`config.mk`:
```
export PLATFORM = sky130hd
export DESIGN_NAME = siso_frame_deser
export DESIGN_NICKNAME = d
export VERILOG_FILES = /design/src/rtl/siso_frame_deser.sv
export SDC_FILE = /design/constraint.sdc
export NUM_CORES = 1
export LEC_CHECK = 0
export BUFFER_PORTS_ARGS = -buffer_cell sky130_fd_sc_hd__buf_2
export CAP_MARGIN = 30
export CORE_ASPECT_RATIO = 0.75
export CORE_MARGIN = 3
export CORE_UTILIZATION = 45
export CTS_CLUSTER_SIZE = 28
export DETAILED_ROUTE_END_ITERATION = 16
export PLACE_DENSITY = 0.65
export SYNTH_ARGS = -nofsm -noshare
export SYNTH_HDL_FRONTEND = slang
export SYNTH_SLANG_ARGS = --single-unit
```
`constraint.sdc`:
```
create_clock -name clk -period 4.9 [get_ports clk]
set_input_delay 0.245 -clock clk [delete_from_list [all_inputs] [get_ports clk]]
set_output_delay 0.245 -clock clk [all_outputs]
set_load 0.005 [all_outputs]
```
`src/rtl/siso_frame_deser.sv`:
```
// Serial frame deserializer: start(1), WIDTH data bits LSB first, optional even
// parity (`PARITY_EN), stop(0); parallel word out with valid/ready handshake.
module siso_frame_deser #(
  parameter int unsigned WIDTH = 8
) (
  input  logic             clk,
  input  logic             clear,
  input  logic             si,
  output logic [WIDTH-1:0] data_out,
  output logic             valid,
  input  logic             ready,
  output logic             frame_err,
  output logic             parity_err,
  output logic             overrun
);

  localparam int unsigned CNT_W = $clog2(WIDTH);
  localparam logic [CNT_W-1:0] LAST_BIT = CNT_W'(WIDTH - 1);

`ifdef PARITY_EN
  typedef enum logic [1:0] {IDLE, DATA, PARITY, STOP} state_t;
`else
  typedef enum logic [1:0] {IDLE, DATA, STOP} state_t;
`endif

  state_t             state_q, state_d;
  logic [CNT_W-1:0]   cnt_q, cnt_d;
  logic [WIDTH-1:0]   shreg_q, shreg_d;
  logic [WIDTH-1:0]   data_q, data_d;
  logic               valid_q, valid_d;
  logic               ferr_q, ferr_d;
  logic               ovr_q, ovr_d;
  logic               par_mis;
  logic               good;
`ifdef PARITY_EN
  logic               perr_q, perr_d;
  logic               par_mis_q, par_mis_d;
`endif

  always_ff @(posedge clk or posedge clear) begin
    if (clear) begin
      state_q   <= IDLE;
      cnt_q     <= '0;
      shreg_q   <= '0;
      data_q    <= '0;
      valid_q   <= 1'b0;
      ferr_q    <= 1'b0;
      ovr_q     <= 1'b0;
`ifdef PARITY_EN
      perr_q    <= 1'b0;
      par_mis_q <= 1'b0;
`endif
    end else begin
      state_q   <= state_d;
      cnt_q     <= cnt_d;
      shreg_q   <= shreg_d;
      data_q    <= data_d;
      valid_q   <= valid_d;
      ferr_q    <= ferr_d;
      ovr_q     <= ovr_d;
`ifdef PARITY_EN
      perr_q    <= perr_d;
      par_mis_q <= par_mis_d;
`endif
    end
  end

  always_comb begin
    state_d = state_q;
    cnt_d   = cnt_q;
    shreg_d = shreg_q;
    data_d  = data_q;
    valid_d = valid_q;
    ferr_d  = 1'b0;
    ovr_d   = 1'b0;
    good    = 1'b0;
`ifdef PARITY_EN
    perr_d    = 1'b0;
    par_mis_d = par_mis_q;
    par_mis   = par_mis_q;
`else
    par_mis   = 1'b0;
`endif

    case (state_q)
      IDLE: begin
        // Only a definite 1 starts a frame; 0 or X keeps waiting.
        if (si) begin
          state_d = DATA;
          cnt_d   = '0;
          shreg_d = '0;
`ifdef PARITY_EN
          par_mis_d = 1'b0;
`endif
        end
      end
      DATA: begin
        shreg_d[cnt_q] = si;
        if (cnt_q == LAST_BIT) begin
`ifdef PARITY_EN
          state_d = PARITY;
`else
          state_d = STOP;
`endif
        end else begin
          cnt_d = cnt_q + CNT_W'(1);
        end
      end
`ifdef PARITY_EN
      PARITY: begin
        par_mis_d = (^shreg_q) ^ si;
        state_d   = STOP;
      end
`endif
      STOP: begin
        state_d = IDLE;
        if (!si && !par_mis) begin
          good = 1'b1;
        end else begin
          ferr_d = si;
`ifdef PARITY_EN
          perr_d = par_mis;
`endif
        end
      end
      default: state_d = IDLE;
    endcase

    // Consume first, so a load on the same edge as an accept wins.
    if (valid_q && ready) valid_d = 1'b0;
    if (good) begin
      if (!valid_q || ready) begin
        data_d  = shreg_q;
        valid_d = 1'b1;
      end else begin
        ovr_d = 1'b1;
      end
    end
  end

  assign data_out  = data_q;
  assign valid     = valid_q;
  assign frame_err = ferr_q;
  assign overrun   = ovr_q;
`ifdef PARITY_EN
  assign parity_err = perr_q;
`else
  assign parity_err = 1'b0;
`endif

endmodule

```
==> results.sh <==
export IMPL_setup_viol=0
export IMPL_r2r_worst_path_cells=3
export IMPL_p_sw_mw=0.224
export IMPL_cp_top_family="compound AO/OA/AOI/OAI gates"
export IMPL_dieArea_sq_um=3160
export IMPL_die_w_um=63.9
export IMPL_power_frac_seq_pct=48.7
export IMPL_grt_max_degree=25
export IMPL_die_h_um=49.4
export IMPL_path_max_fanout=17
export IMPL_syn_to_final_growth_pct=9.96
export IMPL_synthTopCellsByCount="dfrtp_1 (24), nand2_1 (10), a22oi_1 (8), mux2_4 (8), o21ai_0 (8)"
export IMPL_setup_tns_ns=0
export IMPL_gp_congestion=0.709
export IMPL_rsz0062_at_grt="no"
export IMPL_grt_pass1_wl_mm=3.21
export IMPL_synth_main_ff_cell="dfrtp_1"
export IMPL_diodes=0
export IMPL_critPathLaunchType="register"
export IMPL_critPathKind="register to register"
export IMPL_synth_top_area_share_pct=53.1
export IMPL_clk_insertion_delay_late_ns=0.31
export IMPL_crit_chain="o21bai_1 -> a22oi_1 -> o21ai_0"
export IMPL_cts_tree="built"
export IMPL_io_pins=16
export IMPL_end_kind="register"
export IMPL_ant_nets=0
export IMPL_async_flop_share_pct=100
export IMPL_grt_usage_pct=13.2
export IMPL_antenna_found_initial=0
export IMPL_route_detailed_drc=0
export IMPL_yosysWarnings=0
export IMPL_start_util_pct=48.2
export IMPL_nFillCells=209
export IMPL_power_per_cell_area_nw_per_um2=567
export IMPL_setup_ws_ns=3.16
export IMPL_worst_pin_slew_ns=0.882
export IMPL_cp_slowest_cell="o21bai_1"
export IMPL_leakagePower_nw=0.659
export IMPL_drt_wirelength_per_cell_um=13.6
export IMPL_clockRootBuffer="clkbuf_4"
export IMPL_first_pass_iters=4
export IMPL_grt_pass1_vias=724
export IMPL_cts_resized=0
export IMPL_crit_buf_inv=0
export IMPL_slew_headroom_pct=41.0
export IMPL_syn_cell_area_sq_um=1130
export IMPL_core_sq_um=2350
export IMPL_outcome="complete, no violations"
export IMPL_cts_buffers=3
export IMPL_pwr_share_comb_pct=31.7
export IMPL_cts_path_max_buffers=2
export IMPL_ys_ff_latch=24
export IMPL_avgSynthCellArea_sq_um=11.9
export IMPL_fin_crit_sh_pct=35.5
export IMPL_cp_depth=3
export IMPL_internal_power_mw=0.481
export IMPL_synth_edf_count=0
export IMPL_skew_ns=0.00942
export IMPL_drt_iter0_drc=39
export IMPL_overflow=0
export IMPL_ys_seq_area_share_pct=53.1
export IMPL_yosysMostFrequentCell="dfrtp_1"
export IMPL_cp_startpoint="state_q[0]$_DFFE_PP0P_"
export IMPL_routed_via_density=5.24
export IMPL_fmax_ghz=0.575
export IMPL_dp_hpwl_mm=1.34
export IMPL_crit_end="shreg_q[7]$_DFFE_PP0P_"
export IMPL_path_clk_slew_ns=0.13
export IMPL_drt_wl_total_mm=1.88
export IMPL_r2r_setup_slack_ns=3.16
export IMPL_swShare_pct=31.7
export IMPL_r2r_end="shreg_q[7]$_DFFE_PP0P_"
export IMPL_min_period_ns=1.74
export IMPL_netlist_instances=95
export IMPL_num_rows=15
export IMPL_clkPwrFrac_pct=19.6
export IMPL_cap_violations=0
export IMPL_final_util_pct=53.0
export IMPL_synthesis_nets=101
export IMPL_reg2reg_from="state_q[0]$_DFFE_PP0P_"
export IMPL_cp_data_required_time_ns=5.14
export IMPL_ys_top_cells_by_area="dfrtp_1 (53%), mux2_4 (11%), a22oi_1 (5.3%)"
export IMPL_final_max_slew_viol_count=0
export IMPL_layout_drive_gt1_share_pct=27.9
export IMPL_hold_viol=0
export IMPL_power_total_mw=0.705
export IMPL_post_cts_buffers=0
export IMPL_hold_buffers=0
export IMPL_place_worst_setup_slack_ns=3.17
export IMPL_synth_cell_types=24
export IMPL_ir_drop_mv=0.279
export IMPL_final_nets=111
export IMPL_port_buffers=14
export IMPL_yosys_area_top_type="dfrtp_1"
export IMPL_cts_num_sinks=24
export IMPL_hp_class="primary input to asynchronous set/reset pin"
export IMPL_htree_num_levels=1
export IMPL_cp_arrival_ns=1.98
export IMPL_vias=723
export IMPL_critPathMaxStageDelay_ns=0.78
==> worst min path at each step <==
stage          start                      end  slack, ns  cells past startpoint
5_1_grt        clear  data_out[6]$_DFFE_PP0P_       0.16                      2
2_1_floorplan  clear     cnt_q[0]$_DFFE_PP0P_       0.26                      1
4_1_cts        clear  data_out[5]$_DFFE_PP0P_       0.12                      2
3_5_place_dp   clear  data_out[5]$_DFFE_PP0P_       0.48                      2
3_3_place_gp   clear  data_out[7]$_DFFE_PP0P_       0.46                      2
6_report       clear   shreg_q[5]$_DFFE_PP0P_       0.09                      2
==> power by group through the flow <==
stage | clock network (mW) | registers, mW | logic (mW)
6_report | 0.138 | 0.344 | 0.223
5_1_grt | 0.155 | 0.355 | 0.251
3_3_place_gp | 0 | 0.344 | 0.218
2_1_floorplan | 0 | 0.306 | 0.213
3_5_place_dp | 0 | 0.348 | 0.226
4_1_cts | 0.144 | 0.344 | 0.227
==> layout make-up <==
class	instances	area, sq um	share of cell area, %
tap	34	42.5	3.42
clock buffer	3	22.5	1.81
inverter	1	3.75	0.302
clock inverter	1	30.0	2.41
multi-input combinational	61	474	38.1
sequential	24	601	48.3
timing repair buffer	14	70.1	5.63
==> sequential cells by signal (all words and copies together) (netlist names) <==
signal and flops:
valid 1, data_out 8, shreg_q 8, state_q 2
frame_err 1, cnt_q 3, overrun 1
==> stage by stage <==
stage	hold WS (ns)	area [sq um]	instances
3_5_place_dp	0.478	1190	134
6_report	0.0934	1240	138
4_1_cts	0.119	1240	138
5_1_grt	0.159	1240	138
3_3_place_gp	0.465	1190	134
2_1_floorplan	0.260	1130	95
==> layer usage <==
layer  GRT usage, %  part of all wire [%]  vias to the layer above
li1               -                     -                      354
met2           21.8                    48                       12
met4           3.23                     0                        0
met1           16.4                    48                      357
met3           4.84                   3.3                        0
met5              0                     0                        -
==> logic make-up (layout without fill, tap and decap cells) <==
logic type,Yosys count,count (layout),share of synthesized area (%)
other,1,1,0.332
adder cells (fa/ha/maj),2,2,2.21
multiplexers,9,9,11.6
buffers and inverters,10,19,4.98
flip-flops,24,24,53.1
AO/OA/AOI/OAI,23,23,13.8
AND/OR/NAND/NOR,26,26,13.9
==> cell usage in the layout, fill, tap and decap left out <==
master and count:
nand2_1 10, conb_1 1, and3b_1 5, o21ai_0 8
o21bai_1 1, clkbuf_4 3, ha_1 2, mux2_4 8
a22oi_1 8, mux2_2 1, nor3_1 1, a22o_1 5
and3_1 1, nor3b_1 3, nand2b_4 1, a21oi_1 1
dfrtp_1 24, inv_1 1, buf_2 14, nand2b_1 1
nor2_1 3, bufinv_16 1, or3b_4 1
(Power assumes the default switching activity.)
